[src/rtl/mem_redirect_ctrl.sv]
// ---------------------------------------------------------------------------
// mem_redirect_ctrl
//
// Control-flow resolution for the MEM stage of a classic five-stage pipeline.
// Reads the control and memory fields of the EX/MEM register and:
//   - resolves jump, BEQ and BNE, and issues a PC redirect to the target;
//   - flushes IF/ID and ID/EX for SQUASH_CYCLES cycles per redirect, and
//     EX/MEM for the single redirect cycle;
//   - freezes the pipeline while a data-memory access waits for mem_ready;
//   - keeps saturating statistics of taken and not-taken control transfers.
// Every output is registered, so each reacts one cycle after the inputs
// that caused it.
//
// Parameters
//   N             datapath / address width
//   SQUASH_CYCLES cycles flush_if_id / flush_id_ex stay high per redirect (>=1)
//   CNT_W         width of the branch statistics counters
//
// Ports
//   clk             in   1      rising-edge clock
//   reset           in   1      synchronous, active-high reset
//   jump_mem        in   1      Jump from EX/MEM
//   branch_eq_mem   in   1      BranchEQ from EX/MEM
//   branch_ne_mem   in   1      BranchNE from EX/MEM
//   zero_mem        in   1      ALU Zero of the instruction in MEM
//   jump_addr_mem   in   N      jump target from EX/MEM
//   branch_addr_mem in   N      branch target from EX/MEM
//   mem_read_mem    in   1      MemRead from EX/MEM
//   mem_write_mem   in   1      MemWrite from EX/MEM
//   mem_ready       in   1      data memory completes its access this cycle
//   pc_redirect     out  1      load pc_target into the PC (1-cycle pulse)
//   pc_target       out  N      redirect target
//   flush_if_id     out  1      clear IF/ID
//   flush_id_ex     out  1      clear ID/EX
//   flush_ex_mem    out  1      clear EX/MEM (pulses together with pc_redirect)
//   stall           out  1      hold the PC and all pipeline registers
//   taken_cnt       out  CNT_W  taken jumps and branches, saturating
//   not_taken_cnt   out  CNT_W  branches not taken, saturating
// ---------------------------------------------------------------------------
module mem_redirect_ctrl #(
    parameter int N             = 32,
    parameter int SQUASH_CYCLES = 2,
    parameter int CNT_W         = 16
) (
    input  logic             clk,
    input  logic             reset,
    input  logic             jump_mem,
    input  logic             branch_eq_mem,
    input  logic             branch_ne_mem,
    input  logic             zero_mem,
    input  logic [N-1:0]     jump_addr_mem,
    input  logic [N-1:0]     branch_addr_mem,
    input  logic             mem_read_mem,
    input  logic             mem_write_mem,
    input  logic             mem_ready,
    output logic             pc_redirect,
    output logic [N-1:0]     pc_target,
    output logic             flush_if_id,
    output logic             flush_id_ex,
    output logic             flush_ex_mem,
    output logic             stall,
    output logic [CNT_W-1:0] taken_cnt,
    output logic [CNT_W-1:0] not_taken_cnt
);

    // The squash counter only has to hold SQUASH_CYCLES-1; keep it at least
    // one bit wide so the single-cycle configuration still elaborates.
    localparam int              SQ_W    = (SQUASH_CYCLES > 1) ? $clog2(SQUASH_CYCLES) : 1;
    localparam logic [SQ_W-1:0] SQ_LOAD = SQ_W'(SQUASH_CYCLES - 1);

    typedef enum logic [1:0] {
        IDLE   = 2'd0,
        WAIT   = 2'd1,
        SQUASH = 2'd2
    } state_t;

    // Saturating increment: the statistics stick at all-ones instead of wrapping.
    function automatic logic [CNT_W-1:0] sat_inc(input logic [CNT_W-1:0] value);
        logic [CNT_W-1:0] result;
        if (value == {CNT_W{1'b1}}) begin
            result = value;
        end else begin
            result = value + CNT_W'(1);
        end
        return result;
    endfunction

    state_t            state_r;
    state_t            state_nxt_s;
    logic [SQ_W-1:0]   sq_cnt_r;
    logic [SQ_W-1:0]   sq_cnt_nxt_s;

    logic              take_s;
    logic              cond_branch_s;
    logic              mem_req_s;
    logic [N-1:0]      target_s;

    state_t            res_state_s;
    logic [SQ_W-1:0]   res_sq_cnt_s;
    logic [CNT_W-1:0]  res_taken_cnt_s;
    logic [CNT_W-1:0]  res_not_taken_cnt_s;

    logic              redirect_nxt_s;
    logic              flush_front_nxt_s;
    logic              flush_ex_mem_nxt_s;
    logic              stall_nxt_s;
    logic [N-1:0]      target_nxt_s;
    logic [CNT_W-1:0]  taken_cnt_nxt_s;
    logic [CNT_W-1:0]  not_taken_cnt_nxt_s;

    // Decode the redirect condition, target and memory request of the MEM instruction.
    always_comb begin
        take_s        = jump_mem | (branch_eq_mem & zero_mem) | (branch_ne_mem & ~zero_mem);
        cond_branch_s = branch_eq_mem | branch_ne_mem;
        mem_req_s     = mem_read_mem | mem_write_mem;
        // A jump wins over a branch that happens to be flagged alongside it.
        if (jump_mem) begin
            target_s = jump_addr_mem;
        end else begin
            target_s = branch_addr_mem;
        end
    end

    // Outcome of resolving the MEM instruction; shared by IDLE and by WAIT
    // once the memory access completes, so a waiting access keeps its redirect.
    always_comb begin
        res_state_s         = IDLE;
        res_sq_cnt_s        = '0;
        res_taken_cnt_s     = taken_cnt;
        res_not_taken_cnt_s = not_taken_cnt;
        if (take_s) begin
            res_taken_cnt_s = sat_inc(taken_cnt);
            // With a single squash cycle the redirect cycle itself is the
            // whole squash, so there is no SQUASH state to visit.
            if (SQUASH_CYCLES > 1) begin
                res_state_s  = SQUASH;
                res_sq_cnt_s = SQ_LOAD;
            end else begin
                res_state_s  = IDLE;
                res_sq_cnt_s = '0;
            end
        end else if (cond_branch_s) begin
            res_not_taken_cnt_s = sat_inc(not_taken_cnt);
        end else begin
            res_not_taken_cnt_s = not_taken_cnt;
        end
    end

    // Next-state and next-output logic of the redirect/stall FSM.
    always_comb begin
        state_nxt_s         = state_r;
        sq_cnt_nxt_s        = sq_cnt_r;
        redirect_nxt_s      = 1'b0;
        flush_front_nxt_s   = 1'b0;
        flush_ex_mem_nxt_s  = 1'b0;
        stall_nxt_s         = 1'b0;
        target_nxt_s        = pc_target;
        taken_cnt_nxt_s     = taken_cnt;
        not_taken_cnt_nxt_s = not_taken_cnt;

        case (state_r)
            IDLE, WAIT: begin
                // In WAIT the EX/MEM fields are frozen, so the pending access
                // is implied by the state rather than re-read from mem_req.
                if (((state_r == WAIT) || mem_req_s) && !mem_ready) begin
                    state_nxt_s = WAIT;
                    stall_nxt_s = 1'b1;
                end else begin
                    state_nxt_s         = res_state_s;
                    sq_cnt_nxt_s        = res_sq_cnt_s;
                    redirect_nxt_s      = take_s;
                    flush_front_nxt_s   = take_s;
                    flush_ex_mem_nxt_s  = take_s;
                    taken_cnt_nxt_s     = res_taken_cnt_s;
                    not_taken_cnt_nxt_s = res_not_taken_cnt_s;
                    if (take_s) begin
                        target_nxt_s = target_s;
                    end else begin
                        target_nxt_s = pc_target;
                    end
                end
            end
            SQUASH: begin
                // Instructions seen here are being squashed: their take and
                // memory requests are deliberately ignored.
                if (sq_cnt_r == '0) begin
                    state_nxt_s = IDLE;
                end else begin
                    flush_front_nxt_s = 1'b1;
                    sq_cnt_nxt_s      = sq_cnt_r - SQ_W'(1);
                end
            end
            default: begin
                state_nxt_s  = IDLE;
                sq_cnt_nxt_s = '0;
            end
        endcase
    end

    // FSM state and squash counter registers.
    always_ff @(posedge clk) begin
        if (reset) begin
            state_r  <= IDLE;
            sq_cnt_r <= '0;
        end else begin
            state_r  <= state_nxt_s;
            sq_cnt_r <= sq_cnt_nxt_s;
        end
    end

    // Registered outputs and statistics counters.
    always_ff @(posedge clk) begin
        if (reset) begin
            pc_redirect   <= 1'b0;
            pc_target     <= '0;
            flush_if_id   <= 1'b0;
            flush_id_ex   <= 1'b0;
            flush_ex_mem  <= 1'b0;
            stall         <= 1'b0;
            taken_cnt     <= '0;
            not_taken_cnt <= '0;
        end else begin
            pc_redirect   <= redirect_nxt_s;
            pc_target     <= target_nxt_s;
            flush_if_id   <= flush_front_nxt_s;
            flush_id_ex   <= flush_front_nxt_s;
            flush_ex_mem  <= flush_ex_mem_nxt_s;
            stall         <= stall_nxt_s;
            taken_cnt     <= taken_cnt_nxt_s;
            not_taken_cnt <= not_taken_cnt_nxt_s;
        end
    end

endmodule

[config.mk]
export PLATFORM = sky130hd
export DESIGN_NAME = mem_redirect_ctrl
export DESIGN_NICKNAME = d
export VERILOG_FILES = /design/src/rtl/mem_redirect_ctrl.sv
export SDC_FILE = /design/constraint.sdc
export NUM_CORES = 1
export LEC_CHECK = 0
export ABC_AREA = 0
export BUFFER_PORTS_ARGS = -buffer_cell sky130_fd_sc_hd__buf_4
export CORE_ASPECT_RATIO = 0.8
export CORE_UTILIZATION = 25
export DETAILED_ROUTE_END_ITERATION = 6
export GPL_TIMING_DRIVEN = 1
export PLACE_DENSITY_LB_ADDON = 0.08
export SYNTH_ARGS = -nofsm -noshare
export SYNTH_HDL_FRONTEND = slang
export SYNTH_SLANG_ARGS = --single-unit
[constraint.sdc]
create_clock -name clk -period 3.3 [get_ports clk]
set_clock_uncertainty 0.2 [all_clocks]
set_input_delay 0.33 -clock clk [delete_from_list [all_inputs] [get_ports clk]]
set_output_delay 0.33 -clock clk [all_outputs]
set_load 0.01 [all_outputs]
# Yosys cells after proc, flatten, opt, wreduce, memory -nomap -nowiden
# Index checks and enable logic that the tools add are counted.
dict set report op_classes {
  bitwise_logic 12
  n_mux 13
  reduce_logical 9
  n_eq_ne 6
  n_addsub 3
}
# operator n
set ops {}
lappend ops {{$add 16x1->16 const B} 2}
lappend ops {{$eq 16x16->1 const B} 2}
lappend ops {{$mux 32} 1}
lappend ops {{$mux 1} 6}
lappend ops {{$mux 2} 3}
lappend ops {{$not 1->1} 6}
lappend ops {{$reduce_and 5->1} 1}
lappend ops {{$ne 2x2->1 const B} 2}
lappend ops {{$or 1x1->1} 4}
lappend ops {{$pmux 1 s2} 2}
lappend ops {{$pmux 2 s2} 1}
lappend ops {{$reduce_and 4->1} 1}
lappend ops {{$reduce_or 2->1} 2}
lappend ops {{$reduce_and 3->1} 1}
lappend ops {{$and 1x1->1} 2}
lappend ops {{$eq 2x1->1 const B} 1}
lappend ops {{$eq 2x2->1 const B} 1}
lappend ops {{$logic_not 2->1} 1}
lappend ops {{$logic_and 1x1->1} 1}
lappend ops {{$logic_not 1->1} 1}
lappend ops {{$logic_or 1x1->1} 1}
lappend ops {{$sub 1x1->1 const B} 1}
dict set report totals {
  elab_cells 51
  input_bits 73
  regBits 70
  output_inout_bits 69
}

# Longest topological paths before layout
dict set report depth {
  depth_word 6
  ltp_mapped 7
  depth_no_buf 6
}

# Least setup slack after synthesis
# OpenSTA, ideal clock, no wires.
dict set report synth_timing {
  kind {register to register}
  from {reg not_taken_cnt[0]}
  to {reg not_taken_cnt[4]}
  n_path_buf 0
  required_ps 2979
  stages_incl_launch_ff 7
  setup_time_ps 121
  slack_ps 1100
  arrival_ps 1879
  synth_period_minus_slack_ps 2200
  path_cell_list {dfxtp_1 ha_1 nand4_1 nor4_1 nor3_1 and3_2 mux2_2}
}
dict set report synth_between {
  elab_chain_len 3
  elab_cells_between_ends 4
  classes_between {add/sub: 1; eq/ne: 1; bitwise: 1; reduce/logical: 1}
}
# item line
set synth_lines {}
lappend synth_lines {{start: declaration} 63} ;# output logic [CNT_W-1:0] not_taken_cnt
lappend synth_lines {{start signal: assignment} 230} ;# not_taken_cnt <= not_taken_cnt_nxt_s;
lappend synth_lines {{branches (longest 3 deep; another with $add 16x1->16)} -}
# Several ways; the timed one is not identified.
# A chain may end at the register's enable or synchronous reset.

# Worst setup path in the final report
dict set report layout_timing {
  from {reg state_r[0]}
  to {reg pc_target[31]}
}
dict set report layout_between {
  elab_chain_len 5
  elab_cells_between_ends 7
  classes_between {eq/ne: 1; bitwise: 1; reduce/logical: 5}
}
# item line
set layout_lines {}
lappend layout_lines {{start: declaration} 88} ;# state_t state_r;
lappend layout_lines {{start signal: assignment} 206} ;# state_r <= state_nxt_s;
lappend layout_lines {{$eq 2x1->1} {161, 165}}
lappend layout_lines {{$logic_or 1x1->1} 165} ;# if (((state_r == WAIT) || mem_req_s) && !mem_ready) begin
lappend layout_lines {{$logic_and 1x1->1} 165}
lappend layout_lines {{$not 1->1 (no source line)} -}
lappend layout_lines {{$reduce_and 3->1 (no source line) *} -}
lappend layout_lines {{end signal: assignment} 224} ;# pc_target <= target_nxt_s;
lappend layout_lines {{end: declaration} 57} ;# output logic [N-1:0] pc_target,
# Every way passes the cells marked *; elsewhere a longest branch is shown, timed or not.

==> impl_metrics.py <==
metrics = {
    "clocking": {
        "clockRootBuffer": "clkbuf_16",
        "post_cts_resized": 0,
        "worstSkewPairLatency_ns": 0.32,
        "cts.path.max_buffers": 2,
        "cts_hold_buf": 0,
        "htree_levels": 3,
        "cts_inserted_buffers": 9,
        "path_clk_slew_ns": 0.06,
        "cts_tree": "yes",
        "cts.sinks": 70,
        "post_cts_buffers": 0,
    },
    "global_routing": {
        "use_met3_pct": 4.32,
        "gr-total-overflow": 0,
        "use_met2_pct": 21.2,
        "met1_usage_pct": 17.4,
        "antenna_found_initial": 0,
        "top_usage_layer": "met2",
        "grt_pass1_wl_mm": 14.2,
        "first_global_vias": 2839,
        "grt_max_degree": 75,
        "grt_util_all_layers_pct": 13.4,
    },
    "worst_setup_path": {
        "path_cells": "nor3_2, o21ai_0, nor2_4, buf_4, nor2_1, a211oi_1",
        "cp_max_fo": 64,
        "crit_arrival_ns": 2.39,
        "rr_worst_depth": 6,
        "start_kind": "flip-flop",
        "worst_ep_required_time_ns": 3.33,
        "cpMaxStageDelayCell": "buf_4",
        "r2r-start": "state_r[0]",
        "ff2ff_setup_slack_ns": 0.94,
        "cp-end-kind": "flip-flop",
        "slowest_delay_ns": 0.50,
        "worstSetupPathType": "reg2reg",
        "r2r-end": "pc_target[31]",
    },
    "yosys": {
        "synth_common_cells": "70 x dfxtp_1, 63 x nor2_1, 33 x a211oi_1, 33 x mux2i_1, 19 x xnor2_1",
        "netlist_area_um2": 3250,
        "yosys-top-cells-area": "dfxtp_1 43%, mux2i_1 10%, a211oi_1 7.6%, nor2_1 7.3%, xnor2_1 5.1%",
        "avgSynthCellArea_um2": 9.36,
        "synthArstFlopShare_pct": 0,
        "yosysMostFrequentCell": "dfxtp_1",
        "synth-edff-count": 0,
        "synth_cells": 347,
        "ys_seq_area_share_pct": 43.2,
        "ys_types": 49,
        "synth_warnings": 0,
        "yosys.area.top_type_share_pct": 43.2,
        "ys_ff_latch": 70,
        "ys.flop_type": "dfxtp_1",
        "synth_top_cell_by_area": "dfxtp_1",
        "synth_nets": 422,
    },
    "timing": {
        "hold_violations": 0,
        "max_freq_mhz": 424,
        "slew_headroom_pct": 45.3,
        "fin_setup_tns_ns": 0,
        "finalCriticalPeriod_ns": 2.36,
        "slew_violations": 0,
        "setup_viol": 0,
        "rsz0062_at_grt": "no",
        "tightest_slew_ns": 0.812,
        "fin_crit_sh_pct": 71.5,
        "hold_slack_ns": 0.0270,
    },
    "outcome": {
        "outcome": "finished, final reports clean",
    },
    "flow_run": {
        "maxCapViolCount": 0,
    },
    "floorplan": {
        "fp.dieH_um": 104,
        "core_um2": 12400,
        "dieArea_um2": 13500,
        "io_pins": 142,
        "num_rows": 36,
        "fp.dieW_um": 129,
        "start_util_pct": 26.1,
    },
    "min_path": {
        "worst_hold_path.endpoint": "stall",
        "min_path_type": "in2reg",
        "hold_depth": 2,
        "min_from": "mem_ready",
    },
    "pwr": {
        "p_per_area_nw_per_um2": 460,
        "cellLeakagePower_nw": 2.00,
        "power.total_mw": 2.17,
        "vdd_ir_drop_max_mv": 0.213,
    },
    "route": {
        "route.detailed.drc": 0,
        "num_vias": 2988,
        "viasPerCell": 4.56,
        "post_drt_wl_per_cell_um": 13.5,
        "ant_nets": 0,
        "first_pass_iters": 4,
        "dr.first_iter.drc_count": 100,
        "wl_mm": 8.87,
    },
    "cells_and_area": {
        "nets": 556,
        "antennaDiodeCount": 0,
        "area_growth_syn_to_layout_pct": 45.6,
        "layout-drive-gt1-share_pct": 36.2,
    },
    "place": {
        "globalplace.congestion": 0.708,
        "port-buffer-count": 141,
        "dp_hpwl_mm": 6.36,
    },
}
[how the worst max path moves through the flow]
stage,endpoint,cells after the start,slack [ns],from
final,pc_target[31],6,0.94,state_r[0]
after global routing,pc_target[14],6,0.69,state_r[0]
after global placement,taken_cnt[13],5,0.86,jump_mem
after detailed placement,pc_target[31],7,0.78,mem_write_mem
after floorplan,not_taken_cnt[4],6,1.10,not_taken_cnt[0]
after CTS,pc_target[31],6,0.89,state_r[0]
[metal layers]
layer / vias to the layer above / routed length, µm
li1: 1543 / -
met1: 1353 / 4180
met2: 84 / 4070
met3: 8 / 538
met4: 0 / 82
met5: - / 0
[cells by family after synthesis]
| group | share of synthesized area, % |
|---|---|
| flip-flops | 43.2 |
| XOR/XNOR | 5.13 |
| adder cells (fa/ha/maj) | 0.771 |
| multiplexers | 11.6 |
| AND/OR/NAND/NOR | 22.5 |
| buffers and inverters | 3.81 |
| AO/OA/AOI/OAI | 13.1 |
[where the power goes]
| group | total (mW) | internal, mW | switching [mW] |
|---|---|---|---|
| Combinational | 0.345 | 0.178 | 0.167 |
| Sequential | 0.928 | 0.898 | 0.0300 |
| Clock | 0.902 | 0.561 | 0.341 |
[metrics by stage]
step           util (%)  area (µm²)  setup slack, ns  instances
2_1_floorplan         -        3250             1.10        347
3_3_place_gp       35.8        4450            0.860        641
3_5_place_dp       35.8        4450            0.782        641
4_1_cts            38.0        4730            0.891        655
5_1_grt            38.0        4730            0.694        655
6_report           38.0        4730            0.941        655
[area by class of cell]
class / instances / area [µm²]
flip-flops and latches: 70 / 1400
clock buffers: 13 / 270
well taps: 171 / 214
repair buffers: 145 / 1090
inverters: 6 / 22.5
clock inverters: 1 / 5.00
multi-input cells: 249 / 1730
fillers: 1321 / 7700
[flip-flops by register name (all words and copies together), names as in the netlist]
signal and flops:
pc_target 32, not_taken_cnt 16, taken_cnt 16, state_r 2, flush_ex_mem 1, flush_id_ex 1
sq_cnt_r 1, stall 1
[critical path: cells and delay by family (launching register included)]
kind	cells	cell delay, ns
buffers and inverters	1	0.50
flip-flops	1	0.31
AND/OR/NAND/NOR	3	0.63
AO/OA/AOI/OAI	2	0.60
[cell usage in the layout, fill, tap and decap left out, types with 2 or more instances in the layout]
master	n
xnor2_1	19
nor4_4	2
clkbuf_16	9
o2111ai_1	2
a211oi_1	33
a21oi_1	7
o21ai_0	2
nor3_1	6
ha_1	2
inv_1	6
o31ai_1	3
nand2_1	12
nor2_1	63
a311oi_1	3
nor4b_1	2
clkbuf_8	3
mux2_2	4
mux2i_1	33
or4_1	2
nor2b_1	3
nand4_1	4
nand3b_1	2
nor4_1	13
and3_1	3
dfxtp_1	70
a41o_1	2
buf_4	145
nand3_1	7
No activity file was read; power rests on OpenSTA's default activity.
